### src/rtl/fp_pkg.sv
// Shared types and protocol constants for the fingerprint
// module acknowledge-packet parser.
package fp_pkg;

    typedef enum logic [3:0] {
        IDLE,
        HDR1,
        ADR,
        PID,
        LENH,
        LENL,
        CODE,
        PLD,
        SUMH,
        SUML
    } fp_state_e;

    localparam logic [15:0] FP_HDR          = 16'hEF01;
    localparam logic [7:0]  FP_PID_ACK      = 8'h07;
    localparam logic [7:0]  FP_CODE_OK      = 8'h00;
    localparam logic [7:0]  FP_CODE_NOMATCH = 8'h09;

endpackage

### src/rtl/fp_byte_timer.sv
// Inter-byte idle counter; expire is raised while the count sits
// at TIMEOUT_CYC-1 and no clear is requested in the same cycle.
module fp_byte_timer #(
    parameter int TIMEOUT_CYC = 1_000_000
) (
    input  logic clk,
    input  logic rst_n,
    input  logic clr,
    input  logic en,
    output logic expire
);

    localparam int TW = (TIMEOUT_CYC > 2) ? $clog2(TIMEOUT_CYC) : 1;
    localparam logic [TW-1:0] LAST = TW'(TIMEOUT_CYC - 1);

    logic [TW-1:0] cnt_q;

    always_ff @(posedge clk or negedge rst_n) begin
        if (!rst_n) begin
            cnt_q <= '0;
        end else if (clr) begin
            cnt_q <= '0;
        end else if (en && cnt_q != LAST) begin
            cnt_q <= cnt_q + 1'b1;
        end
    end

    assign expire = en && !clr && (cnt_q == LAST);

endmodule

### src/rtl/fp_ack_parser.sv
// Frames fingerprint-module acknowledge packets from the UART byte
// stream, verifies the 16-bit checksum and reports the outcome.
module fp_ack_parser
    import fp_pkg::*;
#(
    parameter logic [31:0] ADDR        = 32'hFFFF_FFFF,
    parameter int          MAX_PAYLOAD = 4,
    parameter int          TIMEOUT_CYC = 1_000_000
) (
    input  logic                     clk,
    input  logic                     rst_n,
    input  logic [7:0]               rx_data,
    input  logic                     rx_valid,
    input  logic                     clr,
    output logic                     busy,
    output logic                     ack_valid,
    output logic [7:0]               ack_code,
    output logic [15:0]              ack_len,
    output logic [8*MAX_PAYLOAD-1:0] ack_payload,
    output logic                     cksum_err,
    output logic                     frame_err,
    output logic                     timeout_err,
    output logic [1:0]               flag
);

    localparam int PW = 8 * MAX_PAYLOAD;
    localparam int CW = $clog2(MAX_PAYLOAD + 4);
    localparam logic [16:0] LMAX = 17'(MAX_PAYLOAD + 3);

    fp_state_e state_q, state_d, resync;

    logic [CW-1:0] cnt_q, n_q, cnt_inc;
    logic [7:0]    lenh_q, code_q, sumh_q, addr_byte;
    logic [15:0]   len_q, sum_q, len_w;
    logic [PW-1:0] pld_q;
    logic          len_ok, good, sum_bad, frm_bad, tmo;
    logic          expire;

    fp_byte_timer #(
        .TIMEOUT_CYC(TIMEOUT_CYC)
    ) u_timer (
        .clk   (clk),
        .rst_n (rst_n),
        .clr   (rx_valid || state_q == IDLE),
        .en    (state_q != IDLE),
        .expire(expire)
    );

    always_comb begin
        addr_byte = ADDR[31:24];
        unique case (cnt_q[1:0])
            2'd0: addr_byte = ADDR[31:24];
            2'd1: addr_byte = ADDR[23:16];
            2'd2: addr_byte = ADDR[15:8];
            2'd3: addr_byte = ADDR[7:0];
        endcase
    end

    assign len_w   = {lenh_q, rx_data};
    assign len_ok  = (len_w >= 16'd3) && ({1'b0, len_w} <= LMAX);
    assign cnt_inc = CW'(cnt_q + 1'b1);
    assign resync  = (rx_data == FP_HDR[15:8]) ? HDR1 : IDLE;

    always_comb begin
        state_d = state_q;
        good    = 1'b0;
        sum_bad = 1'b0;
        frm_bad = 1'b0;
        tmo     = 1'b0;
        if (rx_valid) begin
            unique case (state_q)
                IDLE: if (rx_data == FP_HDR[15:8]) state_d = HDR1;
                HDR1: state_d = (rx_data == FP_HDR[7:0]) ? ADR : resync;
                ADR: begin
                    if (rx_data != addr_byte)   state_d = resync;
                    else if (cnt_q == CW'(3))   state_d = PID;
                end
                PID: begin
                    if (rx_data == FP_PID_ACK) begin
                        state_d = LENH;
                    end else begin
                        frm_bad = 1'b1;
                        state_d = IDLE;
                    end
                end
                LENH: state_d = LENL;
                LENL: begin
                    if (len_ok) begin
                        state_d = CODE;
                    end else begin
                        frm_bad = 1'b1;
                        state_d = IDLE;
                    end
                end
                CODE: state_d = (n_q == '0) ? SUMH : PLD;
                PLD:  if (cnt_inc == n_q) state_d = SUMH;
                SUMH: state_d = SUML;
                SUML: begin
                    good    = ({sumh_q, rx_data} == sum_q);
                    sum_bad = !good;
                    state_d = IDLE;
                end
                default: state_d = IDLE;
            endcase
        end else if (expire) begin
            tmo     = 1'b1;
            state_d = IDLE;
        end
    end

    always_ff @(posedge clk or negedge rst_n) begin
        if (!rst_n) state_q <= IDLE;
        else        state_q <= state_d;
    end

    always_ff @(posedge clk or negedge rst_n) begin
        if (!rst_n) begin
            cnt_q  <= '0;
            n_q    <= '0;
            lenh_q <= '0;
            len_q  <= '0;
            code_q <= '0;
            sumh_q <= '0;
            sum_q  <= '0;
            pld_q  <= '0;
        end else if (rx_valid) begin
            unique case (state_q)
                HDR1: cnt_q <= '0;
                ADR:  cnt_q <= cnt_inc;
                PID: begin
                    sum_q <= {8'h00, rx_data};
                    pld_q <= '0;
                end
                LENH: begin
                    lenh_q <= rx_data;
                    sum_q  <= sum_q + {8'h00, rx_data};
                end
                LENL: begin
                    len_q <= len_w;
                    n_q   <= CW'(len_w - 16'd3);
                    sum_q <= sum_q + {8'h00, rx_data};
                end
                CODE: begin
                    code_q <= rx_data;
                    cnt_q  <= '0;
                    sum_q  <= sum_q + {8'h00, rx_data};
                end
                PLD: begin
                    pld_q <= PW'({pld_q, rx_data});
                    cnt_q <= cnt_inc;
                    sum_q <= sum_q + {8'h00, rx_data};
                end
                SUMH: sumh_q <= rx_data;
                default: ;
            endcase
        end
    end

    // Result registers; a good packet's flag update beats a same-cycle clr.
    always_ff @(posedge clk or negedge rst_n) begin
        if (!rst_n) begin
            ack_valid   <= 1'b0;
            cksum_err   <= 1'b0;
            frame_err   <= 1'b0;
            timeout_err <= 1'b0;
            ack_code    <= '0;
            ack_len     <= '0;
            ack_payload <= '0;
            flag        <= 2'b00;
        end else begin
            ack_valid   <= good;
            cksum_err   <= sum_bad;
            frame_err   <= frm_bad;
            timeout_err <= tmo;
            if (good) begin
                ack_code    <= code_q;
                ack_len     <= len_q;
                ack_payload <= pld_q;
            end
            if (good && code_q == FP_CODE_OK)           flag <= 2'b01;
            else if (good && code_q == FP_CODE_NOMATCH) flag <= 2'b10;
            else if (clr)                               flag <= 2'b00;
        end
    end

    assign busy = (state_q != IDLE);

endmodule
### config.mk
export PLATFORM = sky130hd
export DESIGN_NAME = fp_ack_parser
export DESIGN_NICKNAME = d
export VERILOG_FILES = /design/src/rtl/fp_pkg.sv /design/src/rtl/fp_byte_timer.sv /design/src/rtl/fp_ack_parser.sv
export SDC_FILE = /design/constraint.sdc
export NUM_CORES = 1
export LEC_CHECK = 0
export ABC_AREA = 1
export CORE_UTILIZATION = 47
export DETAILED_ROUTE_END_ITERATION = 7
export GPL_ROUTABILITY_DRIVEN = 1
export HOLD_SLACK_MARGIN = 0.05
export PLACE_DENSITY = 0.64
export RECOVER_POWER = 25
export SLEW_MARGIN = 10
export SYNTH_ARGS = -nofsm -noshare
export SYNTH_HDL_FRONTEND = slang
export SYNTH_SLANG_ARGS = --single-unit
export TNS_END_PERCENT = 10
### constraint.sdc
create_clock -name clk -period 2.1 [get_ports clk]
set_input_delay 0.315 -clock clk [delete_from_list [all_inputs] [get_ports clk]]
set_output_delay 0.315 -clock clk [all_outputs]
set_load 0.02 [all_outputs]
; Yosys cells after proc, flatten, opt, wreduce, memory -nomap -nowiden
; Cells that the tools add are included.
[op_classes]
addsub = 4
n_mux = 31
reduce_logical = 32
order_cmp = 2
eq_ne = 25
[op_table]
columns = cell, n
row1 = case mux 32 bit (2 select lines), 1
row2 = two-way mux 20 bit, 2
row3 = case mux 4 bit (9 select lines), 1
row4 = case mux 16 bit (2 select lines), 1
row5 = two-way mux 4 bit, 7
row6 = adder 20 x 1 -> 20 bit (second input constant), 1
row7 = == test 20 bit (second input constant), 1
row8 = != test 20 bit (second input constant), 1
row9 = adder 16 x 8 -> 16 bit, 1
row10 = == test 16 bit, 1
row11 = == test 4 x 3 -> 1 bit (second input constant), 4
row12 = >= comparator 16 x 2 -> 1 bit (second input constant), 1
row13 = less-or-equal comparator 16 x 3 -> 1 bit (second input constant), 1
row14 = AND reduction 2 bit, 7
row15 = two-way mux 1 bit, 10
row16 = nonzero test 2 bit, 5
row17 = == test 4 x 2 -> 1 bit (second input constant), 2
row18 = == test 4 bit (second input constant), 2
row19 = == test 8 x 1 -> 1 bit (second input constant), 1
row20 = == test 8 x 3 -> 1 bit (second input constant), 1
row21 = == test 8 x 4 -> 1 bit (second input constant), 1
row22 = == test 8 bit (second input constant), 1
row23 = logical NOT 8 bit, 1
row24 = two-way mux 2 bit, 4
row25 = other kinds (26), 36
[totals]
out_inout_bits = 63
input_bits = 12
ff_bits = 180

; Logic depth before layout (Yosys ltp)
[logic_depth]
word_depth = 7
ltp_mapped = 11
ltp_nobuf = 11

; By module
; From an unflattened synthesis, not the netlist that was laid out.
[unflattened]
cells_unflattened = 1061
hier_area_um2 = 8745.9
[by_module_without_submodules]
columns = module, area_per_inst_um2, instances, cells_each, seq_area_each_um2
row1 = fp_ack_parser, 7342.0, 1, 842, 4003.8
row2 = fp_byte_timer, 1403.8, 1, 219, 500.5

; Worst setup path before layout
; No wires, ideal clock.
[synth_timing]
path_type = register -> register
startpoint = register sum_q[3]
endpoint = register ack_code[6]
setup_time_ns = 0.130
path_stages_with_launch = 11
slack_ns = 0.292
period_less_slack_ns = 1.808
arrival_time_ns = 1.678
path_cell_list = dfrtp_1 ha_1 or2_0 nor2_1 nand2_1 nor2_2 nand3_2 buf_6 buf_6 nand2_1 o21ai_1
[synth_via]
elab_chain_cells = 3
[synth_lines]
columns = item, line
row1 = from (decl), fp_ack_parser.sv:34  ; logic [15:0] len_q, sum_q, len_w;
row2 = from (signal assigned), fp_ack_parser.sv:131  ; sum_q <= {8'h00, rx_data};
row3 = from (signal assigned), fp_ack_parser.sv:136  ; sum_q <= sum_q + {8'h00, rx_data};
row4 = from (signal assigned), fp_ack_parser.sv:141  ; sum_q <= sum_q + {8'h00, rx_data};
row5 = == test 16 bit, fp_ack_parser.sv:99  ; good = ({sumh_q, rx_data} == sum_q);
row6 = two-way mux 1 bit, fp_ack_parser.sv:71  ; unique case (state_q)
row7 = two-way mux 1 bit, fp_ack_parser.sv:70  ; if (rx_valid) begin
row8 = to (signal assigned), fp_ack_parser.sv:176  ; ack_code <= code_q;
row9 = to (decl), fp_ack_parser.sv:17  ; output logic [7:0] ack_code,
; No other way between the ends.
; A chain may end at the register's enable or synchronous reset.

; Worst setup path in the final report
[layout_timing]
startpoint = register sum_q[3]
endpoint = register ack_code[5]
; The elaborated chain is that of the path after synthesis.

==> results.tsv <==
stage	metric	value	unit
critical_path	worstPathRequired	2.42	ns
cts	cts_buffer_depth	2	
critical_path	cpLargestDelayFamily	simple AND/OR/NAND/NOR gates	
critical_path	cpPeakStageDelay	0.40	ns
critical_path	critPathMaxFanout	16	
grt	grtUsageMet2	0.327	
grt	grt_overflow	0	
cells_and_area	area_delta_synth_final	22.8	%
floorplanning	rows	48	
detailed_routing	ant_nets	0	
timing	timing.final.ws_setup	0.136	ns
logic_synthesis	netlist_top_cells_area	dfrtp_1, nand2_1, inv_1	
timing	setup_violations	0	
cells_and_area	drive_gt1_frac	0.130	
timing	fmax	0.509	GHz
critical_path	crit_buf_inv	1	
power_and_ir_drop	vdd_ir_drop_max	0.642	mV
placed_design	dpl_worst_slack	-0.272	ns
grt	grt_usage	0.221	
cts	cts_tree	yes	
logic_synthesis	synth.largest_area_cell	dfrtp_1	
logic_synthesis	avgSynthCellArea	8.48	sq um
power_and_ir_drop	p_per_area	980	nW/um^2
detailed_routing	post_drt_wl_per_cell	13.8	microns
timing	relSlewSlack	0.223	
logic_synthesis	synth_seq_cells	180	
floorplanning	fp.dieW	136	microns
cts	cts_root_buf	clkbuf_16	
cts	cts-buffers-inserted	17	
critical_path	rr_startpoint	sum_q[3]	
outcome	status	finished, final reports clean	
logic_synthesis	syn_nets	1024	
detailed_routing	route.detailed.drc	0	
floorplanning	start_util	0.486	
logic_synthesis	yosysMostFrequentCell	nand2_1	
timing	slew_violations	0	
grt	grt_use_met1	0.330	
cells_and_area	nNetsFinal	1141	
placed_design	portBuffers	74	
critical_path	worstSetupStartpointType	flop	
logic_synthesis	synth_top_area_share	0.532	
logic_synthesis	yosysSeqAreaShare	0.532	
cells_and_area	multi_input_area	3260	sq um
grt	grt_max_degree	65	
critical_path	cp_data_arrival_time	2.28	ns
floorplanning	die_area	18600	sq um
timing	post-route-period-util	0.935	
placed_design	placed_area	9790	sq um
logic_synthesis	synth_common_cells	nand2_1, dfrtp_1, inv_1, o21ai_0, nand3_1	
grt	top_usage_layer	met1	
detailed_routing	drt-initial-drc-count	412	
grt	grt_pass1_vias	6297	
critical_path	slowest_stage	dfrtp_1	
logic_synthesis	syn-cell-area	8470	sq um
logic_synthesis	synth.distinct_cells	40	
cells_and_area	fin_area	10400	sq um
cells_and_area	regArea	4500	sq um
power_and_ir_drop	p_leak	0.00504	uW
logic_synthesis	yosys_most_used_dff	dfrtp_1	
detailed_routing	vias_per_cell	5.07	
timing	hold-worst-slack	0.302	ns
floorplanning	core_area	17400	sq um
critical_path	crit_chain	ha_1, or2_0, nor2_1, nand2_1, nor2_2, nand3_4, buf_4, nand2_1, o21ai_1	
logic_synthesis	syn_inst	998	
critical_path	crit_start	sum_q[3]	
cells_and_area	num_antenna_cells	0	
floorplanning	dieHeight	136	microns
detailed_routing	firstDrtPassIters	5	
logic_synthesis	synth-edff-count	0	
cts	cts.clk_slew.worst_paths	0.07	ns
flow_run	maxCapViolations	0	
critical_path	critical_path_class	flop to flop	
cells_and_area	fillCellCount	1611	
logic_synthesis	ys_warn_count	0	
detailed_routing	vias	6854	
power_and_ir_drop	total_power	10200	uW
critical_path	crit_path_end_kind	flop	
timing	hold_viol	0	
critical_path	crit_top_cell	nand2_1	
cells_and_area	post-route-util	0.597	
cts	cts.sinks	180	
logic_synthesis	synthArstFlopShare	1.00	
grt	antenna_found_initial	0	
grt	grt_pass1_wl	31600	microns
timing	worst_pin_slew	1.17	ns
timing	rsz0062_at_grt	no	
hold_path	hp-class	input pin to async pin	
placed_design	hpwlAfterDp	13700	microns
grt	use_met3	0.0358	
floorplanning	io-pin-count	75	
placed_design	gp_routability_congestion	0.892	
cts	cts_max_level	4	
timing	fin_skew	0.0107	ns
cts	clock_latency	0.44	ns
detailed_routing	wirelength	18700	microns
timing	fin_crit	1.96	ns
-- report_power, final --
part	switching (uW)	internal, uW
Sequential	375	3980
Combinational	1590	1010
Clock	1520	1720
Total	3480	6710
-- metal layers --
| metal | routed length (microns) | share of wire |
|---|---|---|
| met4 | 215 | 0.011 |
| met3 | 694 | 0.037 |
| met5 | 0 | 0 |
| met2 | 8360 | 0.45 |
| met1 | 9450 | 0.51 |
-- registers in the layout, summed over array words and instances, names as in the netlist, 2 cells and up --
signal         cells
ack_payload       32
u_timer.cnt_q     20
pld_q             32
code_q             8
cnt_q              3
state_q            4
ack_code           8
flag               2
sumh_q             8
len_q             16
sum_q             16
ack_len           16
n_q                3
lenh_q             8
-- layout by cell type (no fill, tap or decap), types with 20 or more instances in the layout --
cell / instances
o21ai_0: 96
nand2_1: 237
a21oi_1: 24
buf_4: 48
o21ai_2: 36
inv_1: 131
dfrtp_1: 180
nor2_1: 67
nand3_1: 75
o21ai_1: 20
clkdlybuf4s50_1: 72
-- area by class of cell --
cell class              count  area share
inverters                 138      0.0498
well taps                 225      0.0271
clock buffers              17      0.0409
flip-flops and latches    180       0.433
multi-input cells         648       0.313
repair buffers            130       0.117
clock inverters            15      0.0178
-- path summary, 6_finish.rpt --
check	endpoint	slack (ns)	depth (start not counted)
max	ack_code[5]	0.14	9
min	ack_len[9]	0.30	2
max reg2reg	ack_code[5]	0.14	9
min reg2reg	ack_code[1]	0.48	2
max in group asynchronous	u_timer.cnt_q[8]	0.38	3
min in group clk	ack_code[1]	0.48	2
-- timing repair --
action | 4_1_cts | 5_1_grt
hold buffers | 1 | 0
endpoints found under the hold margin | 26 | 0
endpoints found under the setup margin | 1 | 2
buffers inserted | 0 | 0
resized for setup | 1 | 3
gates cloned | 0 | 0
-- through the flow --
step           TNS (ns)  cells
6_report              0   1353
3_5_place_dp     -15.65   1320
3_3_place_gp     -13.64   1320
5_1_grt               0   1353
2_1_floorplan         0    998
4_1_cts               0   1353
-- worst reg2reg max path, stage by stage, from the launching register on --
cell and delay (ns):
dfrtp_1 0.40, ha_1 0.30, or2_0 0.22, nor2_1 0.14, nand2_1 0.08, nor2_2 0.15
nand3_4 0.17, buf_4 0.26, nand2_1 0.08, o21ai_1 0.06
-- logic make-up after synthesis --
family / synth area share
compound gates: 0.134
xor+xnor: 0.0103
fa+ha+maj: 0.0216
buf+inv: 0.0854
simple gates: 0.216
flops: 0.532
No activity file was read; power rests on OpenSTA's default activity.
